`config.mk`:
```
export PLATFORM = sky130hd
export DESIGN_NAME = eth_pcs_rx_block_assembler
export DESIGN_NICKNAME = d
export VERILOG_FILES = /design/src/rtl/eth_pcs_rx_block_assembler_pkg.sv /design/src/rtl/eth_pcs_rx_block_assembler_descrambler.sv /design/src/rtl/eth_pcs_rx_block_assembler.sv
export SDC_FILE = /design/constraint.sdc
export NUM_CORES = 1
export LEC_CHECK = 0
export BUFFER_PORTS_ARGS = -buffer_cell sky130_fd_sc_hd__buf_2
export CAP_MARGIN = 20
export CORE_ASPECT_RATIO = 1.75
export CORE_UTILIZATION = 60
export DETAILED_ROUTE_END_ITERATION = 8
export GPL_ROUTABILITY_DRIVEN = 0
export PLACE_DENSITY = 0.86
export SYNTH_ARGS = -nofsm -noshare
export SYNTH_HDL_FRONTEND = slang
export SYNTH_SLANG_ARGS = --single-unit
export TNS_END_PERCENT = 50
```
`constraint.sdc`:
```
create_clock -name i_clk -period 1.9 [get_ports i_clk]
set_clock_uncertainty 0.1 [all_clocks]
set_input_delay 0.285 -clock i_clk [delete_from_list [all_inputs] [get_ports i_clk]]
set_output_delay 0.285 -clock i_clk [all_outputs]
set_load 0.05 [all_outputs]
```
`src/rtl/eth_pcs_rx_block_assembler_pkg.sv`:
```
// Shared PCS constants, sync-header codes and the block-assembler state type.
package eth_pcs_params;

  localparam int W_DATA  = 32;
  localparam int W_SYNC  = 2;
  localparam int W_BLK   = 2 * W_DATA;
  localparam int W_SCR   = 58;
  localparam int SCR_TAP = 39;

  localparam logic [W_SYNC-1:0] SYNC_DATA = 2'b01;
  localparam logic [W_SYNC-1:0] SYNC_CTRL = 2'b10;

  typedef enum logic {
    WAIT_HDR,
    HAVE_LOW
  } asm_state_t;

  // Only 01 and 10 are legal sync headers.
  function automatic logic hdr_is_bad(input logic [W_SYNC-1:0] hdr);
    return !((hdr == SYNC_DATA) || (hdr == SYNC_CTRL));
  endfunction

endpackage

```
`src/rtl/eth_pcs_rx_block_assembler_descrambler.sv`:
```
// Self-synchronising x^58+x^39+1 descrambler, W bits per valid cycle, bit 0 first.
module eth_pcs_rx_descrambler
  import eth_pcs_params::*;
#(
  parameter int W = W_DATA
) (
  input  logic         i_clk,
  input  logic         i_reset_n,
  input  logic         i_valid,
  input  logic [W-1:0] i_data,
  output logic [W-1:0] o_data
);

  logic [W_SCR-1:0] state_q;
  logic [W_SCR-1:0] state_d;

  // The register is fed with the received (scrambled) bit, which is what
  // makes the descrambler recover by itself after W_SCR clean bits.
  always_comb begin
    state_d = state_q;
    o_data  = '0;
    for (int i = 0; i < W; i++) begin
      o_data[i] = i_data[i] ^ state_d[SCR_TAP-1] ^ state_d[W_SCR-1];
      state_d   = {state_d[W_SCR-2:0], i_data[i]};
    end
  end

  // NOTE: sequential state uses non-blocking assignments so every flop
  // samples the pre-edge values regardless of block evaluation order.
  always_ff @(posedge i_clk) begin
    if (!i_reset_n) begin
      state_q <= '0;
    end else if (i_valid) begin
      state_q <= state_d;
    end
  end

endmodule

```
`src/rtl/eth_pcs_rx_block_assembler.sv`:
```
// Descrambles gearbox words and pairs them into 66-bit blocks while lock is held.
// Optional saturating error counters: define ETH_PCS_RX_ASM_ERR_CNT_EN.
module eth_pcs_rx_block_assembler
  import eth_pcs_params::*;
(
  input  logic              i_clk,
  input  logic              i_reset_n,
  input  logic              i_rx_lock,
  input  logic              i_grbx_hdr_valid,
  input  logic [W_SYNC-1:0] i_grbx_hdr,
  input  logic              i_grbx_data_valid,
  input  logic [W_DATA-1:0] i_grbx_data,
  output logic              o_blk_valid,
  output logic [W_SYNC-1:0] o_blk_hdr,
  output logic [W_BLK-1:0]  o_blk_data,
  output logic              o_hdr_err,
`ifdef ETH_PCS_RX_ASM_ERR_CNT_EN
  output logic [15:0]       o_hdr_err_cnt,
  output logic [15:0]       o_seq_err_cnt,
`endif
  output logic              o_seq_err
);

  logic [W_DATA-1:0] descr_word;
  asm_state_t        state_q;
  logic [W_DATA-1:0] low_q;
  logic [W_SYNC-1:0] hdr_q;

  // Runs on every valid word independent of lock, so it is in sync when lock rises.
  eth_pcs_rx_descrambler #(
    .W (W_DATA)
  ) u_descrambler (
    .i_clk     (i_clk),
    .i_reset_n (i_reset_n),
    .i_valid   (i_grbx_data_valid),
    .i_data    (i_grbx_data),
    .o_data    (descr_word)
  );

  always_ff @(posedge i_clk) begin
    if (!i_reset_n) begin
      state_q     <= WAIT_HDR;
      low_q       <= '0;
      hdr_q       <= '0;
      o_blk_valid <= 1'b0;
      o_blk_hdr   <= '0;
      o_blk_data  <= '0;
      o_hdr_err   <= 1'b0;
      o_seq_err   <= 1'b0;
    end else begin
      o_blk_valid <= 1'b0;
      o_hdr_err   <= 1'b0;
      o_seq_err   <= 1'b0;
      if (!i_rx_lock) begin
        // Lock loss silently abandons any half-built block.
        state_q <= WAIT_HDR;
      end else begin
        unique case (state_q)
          WAIT_HDR: begin
            if (i_grbx_hdr_valid && i_grbx_data_valid) begin
              low_q   <= descr_word;
              hdr_q   <= i_grbx_hdr;
              state_q <= HAVE_LOW;
            end
          end
          HAVE_LOW: begin
            if (i_grbx_data_valid && !i_grbx_hdr_valid) begin
              o_blk_valid <= 1'b1;
              o_blk_hdr   <= hdr_q;
              o_blk_data  <= {descr_word, low_q};
              o_hdr_err   <= hdr_is_bad(hdr_q);
              state_q     <= WAIT_HDR;
            end else if (i_grbx_data_valid && i_grbx_hdr_valid) begin
              // Early header: restart the block from this word.
              o_seq_err <= 1'b1;
              low_q     <= descr_word;
              hdr_q     <= i_grbx_hdr;
            end
          end
          default: state_q <= WAIT_HDR;
        endcase
      end
    end
  end

`ifdef ETH_PCS_RX_ASM_ERR_CNT_EN
  always_ff @(posedge i_clk) begin
    if (!i_reset_n || !i_rx_lock) begin
      o_hdr_err_cnt <= '0;
      o_seq_err_cnt <= '0;
    end else begin
      if (o_hdr_err && o_blk_valid && (o_hdr_err_cnt != 16'hFFFF)) begin
        o_hdr_err_cnt <= o_hdr_err_cnt + 16'd1;
      end
      if (o_seq_err && (o_seq_err_cnt != 16'hFFFF)) begin
        o_seq_err_cnt <= o_seq_err_cnt + 16'd1;
      end
    end
  end
`endif

endmodule

```
---- After elaboration in Yosys (flattened, before gate mapping) ----
Index checks and enable logic that the tools add are counted.
word-level totals
  bits in registers ....................... 162
  latch bits .............................. 0
  RAM bits ................................ 0
  ROM bits ................................ 0
  input port bits ......................... 39
  output and inout port bits .............. 69
  word-level logic and storage cells ...... 100
  memories kept ........................... 0
operators by class
  add/subtract/negate cells ............... 0
  $mul .................................... 0
  div/mod/pow operators ................... 0
  order comparisons ....................... 0
  equality and inequality tests ........... 3
  shift-type cells ........................ 0
  multiplexer cells ....................... 10
  bitwise logic cells ..................... 67
  reductions and logical operators ........ 11
operators with widths
  kind                                                              count
  32-bit two-way mux                                                2
  32-bit case mux with 2 select lines                               1
  1-bit bitwise XOR                                                 64
  3-bit AND reduction                                               2
  2-bit two-way mux                                                 2
  2-bit case mux with 2 select lines                                1
  2-bit AND reduction                                               2
  4-bit AND reduction                                               1
  4-bit OR reduction                                                1
  1-bit two-way mux                                                 3
  1-bit NOT                                                         3
  2-bit by 1-bit == test with 1-bit output (second input constant)  1
  2-bit == test (second input constant)                             1
  1-bit logical AND                                                 2
  1-bit logical NOT                                                 2
  2-bit != test (second input constant)                             1
  1-bit case mux with 2 select lines                                1
  1-bit logical OR                                                  1

---- Longest topological paths before layout ----
Gate-level depths: netlist (run 1).
  word-level depth ........................ 5
  gate-level depth with buffers ........... 6
  mapped depth without buffers ............ 3

---- Cells and area by module ----
Synthesis (run 1) repeated with hierarchy kept, for this count alone.
unflattened totals
  cells, all modules ...................... 626
  area total of the unflattened synthesis .. 6,577.6 sq um
by module, submodules not included
  module                      instances  cells each  area an instance (sq um)  seq. area each (sq um)
  eth_pcs_rx_block_assembler  1          375         3,803.6                   2,082.0
  eth_pcs_rx_descrambler      1          251         2,773.9                   1,161.1

---- Worst setup path before layout (run 1) ----
Ideal clock, no wire load.
  kind .................................... input -> register
  start point ............................. input i_grbx_data_valid
  end point ............................... register o_blk_data[39]
  setup time .............................. 0.075 ns
  data arrival time ....................... 1.194 ns
  data required time ...................... 1.725 ns
  path slack .............................. 0.531 ns
  stages on the path ...................... 6
  buffers on the path ..................... 3
  path through ............................ buf_2 > nand2_1 > or3_1 > buf_2 > buf_6 > a22oi_2
between the ends
  cells in the longest elaborated chain, start to end .. 2
RTL lines
  element                               line                              text
  start: declaration                    eth_pcs_rx_block_assembler.sv:11  input logic i_grbx_data_valid,
  1-bit logical AND                     eth_pcs_rx_block_assembler.sv:67  if (i_grbx_data_valid && !i_grbx_hdr_valid) begin
  3-bit AND reduction (no source line)  -
  end signal: assignment                eth_pcs_rx_block_assembler.sv:70  o_blk_data <= {descr_word, low_q};
  end: declaration                      eth_pcs_rx_block_assembler.sv:15  output logic [W_BLK-1:0] o_blk_data,
Every way passes these cells.
A chain may end at the register's enable or synchronous reset.

==> results.toml, run 1 <==
[clock_tree]
post_cts_resized = 0
cts_tree = "yes"
cts_buffer_depth = 2
htreeDepth = 4
cts_root_buffer = "clkbuf_16"
ctsHoldBuffers = 0
clk_pin_slew_worst_paths_ps = 60
clk_latency_ps = 430
post-cts-setup-buffers = 0
cts_buffers = 17
clock_sinks = 162

[worst_setup_path]
crit_type = "flip-flop to flip-flop"
critical_path_depth = 4
crit_end = "o_blk_data[31]"
cp_max_fo = 17
r2r_cells = 4
worst_r2r_endpoint = "o_blk_data[31]"
cp_slowest_cell = "and4b_2"
slowest_delay_ps = 560
cp.buffers_inverters = 1
path_cells = "and4b_2, buf_4, nand2_1, a21boi_0"
required_ps = 2150
crit_family = "simple AND/OR/NAND/NOR gates"
r2r_setup_slack_ps = 260
worstPathArrival_ps = 1890
worstSetupStartpointType = "flip-flop"
worst_setup_path_end_kind = "flip-flop"

[sta]
slew_violations = 0
finalHoldViolations = 0
rsz0062_at_grt = "no"
finalCritPeriodShare_pct = 86.30
setup_viol = 0
period_minus_slack_ps = 1640
max_slew.worst_pin.slew_ps = 465.7
slew_headroom_pct = 68.95
max_freq_mhz = 609.8
setup_tns_ps = 0

[cells_and_area]
layout-drive-gt1-share_pct = 25.94
synthToLayoutAreaGrowth_pct = 20.89
final_common_cell = "dfxtp_1"
multi_input_area_um2 = 2910
seq_area_um2 = 3243
fin_util_pct = 74.87
fill_cells = 684
final_cell_mix = "dfxtp_1 (162), buf_2 (106), nand2_1 (101)"
layout.nets = 743

[route]
vias = 4693
drt_iter0_markers = 277
wl_mm = 15.44
routed_via_density = 5.554
drtAntennaViolNets = 0
firstDrtPassIters = 4
routedWlPerCell_um = 18.27
drc = 0

[logic_synthesis]
syn_avg_cell_area_um2 = 10.61
synth_nets = 640
synthesis.area_um2 = 6379
ys_types = 24
synthCells = 601
ys_ff_latch = 162
ys_seq_area_share_pct = 50.84
synth_warnings = 0

[floorplan]
die-area_um2 = 11060
core_um2 = 10300
die_h_um = 138.4
fp.dieW_um = 79.94
ioPinCount = 108
initial_core_util_pct = 61.93
rows = 49

[global_route]
antenna_found_initial = 1
overflow = 0
grt_pass1_vias = 4792
grt_pass1_wl_mm = 24.31
grt_max_degree = 71
track_usage_pct = 29.34

[power]
power_density_nw_per_um2 = 1033
leakagePower_nw = 3.376
max-vdd-ir-drop_mv = 0.7808

[outcome]
status = "complete, no violations"

[place]
port_buffers = 107
detailed_place_hpwl_mm = 10.68

[run]
cap_violations = 0

[worst_hold_path]
hp-class = "input pin to flip-flop"
[final cells by class]
cell class | instances | area share [%]
diodes | 1 | 0.03245
clock inverters | 12 | 2.661
inverters | 1 | 0.04868
multi-input cells | 396 | 37.74
flip-flops and latches | 162 | 42.06
repair buffers | 126 | 9.476
clock buffers | 20 | 5.922
well taps | 127 | 2.061
[worst reg2reg max path, delay by kind of cell (launching register included)]
| kind | cells | cell delay, ps |
|---|---|---|
| AO/OA/AOI/OAI | 1 | 180 |
| buffers and inverters | 1 | 260 |
| flip-flops | 1 | 370 |
| AND/OR/NAND/NOR | 2 | 640 |
[report_power, final]
part | total, mW | switching, mW | internal, mW
sequential | 3.59 | 0.0916 | 3.50
combinational | 0.602 | 0.345 | 0.256
clock | 3.77 | 1.37 | 2.40
total | 7.96 | 1.81 | 6.16
[cells by family (layout without fill, tap and decap cells)]
kind of cell              Yosys count  in the layout  share of synthesized area (%)
DFF                               162            162                          50.84
muxes                              61             61                          9.572
and+or+nand+nor                   172            172                          12.81
AOI/OAI and AO/OA                  98             98                          14.30
buffers and inverters              43            159                          3.550
xor gates and xnor gates           65             65                          8.925
other                               0              1                              0
[cells in the mapped netlist]
library cell,instances,share of area (%)
dfxtp_1,162,51
nand2_1,101,5.9
mux2i_1,61,9.6
nor2b_1,60,5.9
xor2_1,33,4.5
o2bb2ai_1,32,4.4
xnor2_1,32,4.4
a22oi_2,27,5.3
a21boi_1,20,2.4
clkbuf_1,17,1.0
buf_2,16,1.3
a21boi_0,13,1.5
buf_4,6,0.71
a22oi_1,5,0.59
nor2_1,4,0.24
buf_6,3,0.53
nand3_1,2,0.16
a21oi_2,1,0.14
and2_1,1,0.098
and4b_1,1,0.16
inv_1,1,0.059
nand4_1,1,0.098
nand4b_1,1,0.14
or3_1,1,0.098
[metal layers]
layer  up-vias  share of wire (%)  wire (um)  track usage (%)
met1      2264                 39       5948            31.90
met5         -                  0          0                0
met4         0                4.1        640            15.04
met3        45                4.3        662            7.855
li1       2234                  -          -                -
met2       150                 53       8188            50.88
[per-stage QoR]
stage / std cells / worst slack, ps / hold slack, ps / power [mW] / area (um2)
after CTS: 844 / 274.8 / 20.02 / 7.959 / 7709
after global routing: 845 / 161.9 / 12.20 / 8.178 / 7711
final: 845 / 260.2 / 23.25 / 7.963 / 7711
after floorplan: 601 / 531.0 / 310.9 / 4.045 / 6379
after global placement: 812 / 279.2 / 340.8 / 4.224 / 7047
after detailed placement: 812 / 172.0 / 344.1 / 4.243 / 7047
[flip-flops by register name, indices dropped and copies added, names as in the netlist, named ones only]
signal	cells
u_descrambler.state_q	58
hdr_q	2
o_seq_err	1
o_blk_data	64
o_blk_hdr	2
o_blk_valid	1
o_hdr_err	1
low_q	32
[worst min-delay path by stage]
stage	start	to	slack, ps	cells past startpoint
after floorplan	i_grbx_hdr_valid	o_seq_err	310	2
after global placement	o_blk_data[21]	o_blk_data[21]	340	2
after detailed placement	low_q[10]	o_blk_data[10]	340	2
after CTS	i_grbx_hdr[0]	hdr_q[0]	20	3
after global routing	i_grbx_hdr[0]	hdr_q[0]	10	3
final	i_grbx_hdr[0]	hdr_q[0]	20	3
Power figures use the tool's default switching activity.
==> inputs of run 2 (changes only) <==
- CORE_UTILIZATION: 60 -> 27
- PLACE_DENSITY: 0.86 -> 0.45
==> results.toml, run 2 (synthesized netlist as in run 1, its figures left out) <==
[outcome]
status = "complete, no violations"

[power]
power_density_nw_per_um2 = 981.7
max-vdd-ir-drop_mv = 0.4851
leakagePower_nw = 3.301

[clock_tree]
cts_buffers = 17
clock_sinks = 162
post-cts-setup-buffers = 0
cts_root_buffer = "clkbuf_16"
cts_tree = "yes"
clk_pin_slew_worst_paths_ps = 60
post_cts_resized = 0
cts_buffer_depth = 2
htreeDepth = 4
ctsHoldBuffers = 0
clk_latency_ps = 430

[sta]
setup_tns_ps = 0
period_minus_slack_ps = 1482
whs_ps = 30.62
max_freq_mhz = 674.9
rsz0062_at_grt = "no"
finalHoldViolations = 0
max_slew.worst_pin.slew_ps = 572.0
slew_headroom_pct = 61.86
setup_viol = 0
slew_violations = 0
finalCritPeriodShare_pct = 77.99

[cells_and_area]
layout.nets = 733
layout-drive-gt1-share_pct = 24.89
largest_reg_flops = 64
multi_input_area_um2 = 2910
fill_cells = 2411
largest_register = "o_blk_data"
final_cell_mix = "dfxtp_1 (162), buf_2 (106), nand2_1 (101)"
seq_area_um2 = 3243
synthToLayoutAreaGrowth_pct = 22.11
antenna_cells = 0
final_common_cell = "dfxtp_1"
top_regs = "o_blk_data (64), u_descrambler.state_q (58), low_q (32)"
final_cell_count_no_fill = 1011

[run]
cap_violations = 0

[worst_setup_path]
worstPathArrival_ps = 1100
crit_start = "o_blk_data[42]"
cp_slowest_cell = "dfxtp_1"
slowest_delay_ps = 390
crit_type = "flip-flop to output pin"
crit_family = "flip-flops"
cp_max_fo = 2
worst_setup_path_end_kind = "output pin"
cp.buffers_inverters = 1
required_ps = 1510
worstSetupStartpointType = "flip-flop"
path_cells = "buf_2"

[global_route]
gr-usage-met1_pct = 16.32
grt_pass1_vias = 4471
grt-busiest-layer = "met2"
use_met3_pct = 3.271
grt_pass1_wl_mm = 26.05
grt_max_degree = 82
antenna_found_initial = 0
grtUsageMet2_pct = 25.57
overflow = 0
track_usage_pct = 14.40

[route]
routedWlPerCell_um = 16.70
wl_mm = 16.88
drt_iter0_markers = 149
drtAntennaViolNets = 0
routed_via_density = 4.363
drc = 0
firstDrtPassIters = 5
vias = 4411

[place]
detailed_place_hpwl_mm = 12.52
place_inst = 979
port_buffers = 107

[floorplan]
die-area_um2 = 24270
fp.dieW_um = 118.2
rows = 74
core_um2 = 23240
initial_core_util_pct = 27.45
die_h_um = 205.3
ioPinCount = 108

[worst_hold_path]
worstHoldStart = "i_grbx_hdr[1]"
hp-class = "input pin to flip-flop"
[run 2: cell count changes in the layout (fill, tap and decap cells not counted), sizes merged]
cell | before | now
clkbuf | 20 | 19
clkinv | 2 | 5
diode | 1 | 0
buf | 126 | 116
clkinvlp | 5 | 2
inv | 1 | 5
bufinv | 5 | 2
[run 2: area by class of cell]
class                   count  area share (%)
flip-flops and latches    162           41.64
multi-input cells         396           37.37
repair buffers            116           8.418
clock buffers              19           5.687
well taps                 304           4.884
clock inverters            13           1.960
inverters                   1         0.04819
[run 2: worst paths after layout]
path | to | slack (ps) | cells past startpoint
setup reg to reg | o_blk_data[34] | 420 | 4
hold / removal | hdr_q[1] | 30 | 3
hold reg to reg | o_blk_data[16] | 350 | 2
setup / recovery | o_blk_data[42] | 420 | 1
[run 2: routing by layer]
metal	share of wire [%]	wire, um	vias up
met4	2.4	408	0
met5	0	0	-
li1	-	-	2209
met1	43	7241	2091
met3	3.0	504	24
met2	52	8725	87
[run 2: through the flow]
| stage | utilization (%) | total power [mW] | setup slack (ps) | area, um2 |
|---|---|---|---|---|
| 2_1_floorplan | - | 4.045 | 531.0 | 6379 |
| 5_1_grt | 33.51 | 7.957 | 347.7 | 7789 |
| 3_3_place_gp | 30.95 | 4.271 | 346.0 | 7193 |
| 6_report | 33.51 | 7.646 | 418.2 | 7789 |
| 3_5_place_dp | 30.95 | 4.278 | 335.5 | 7193 |
| 4_1_cts | 33.51 | 7.753 | 372.5 | 7789 |
[run 2: where the power goes]
| part | internal, mW | leakage [nW] | switching [mW] |
|---|---|---|---|
| clock network | 2.00 | 0.286 | 1.46 |
| logic | 0.261 | 1.70 | 0.346 |
| registers | 3.49 | 1.32 | 0.0900 |
| total | 5.75 | 3.30 | 1.89 |
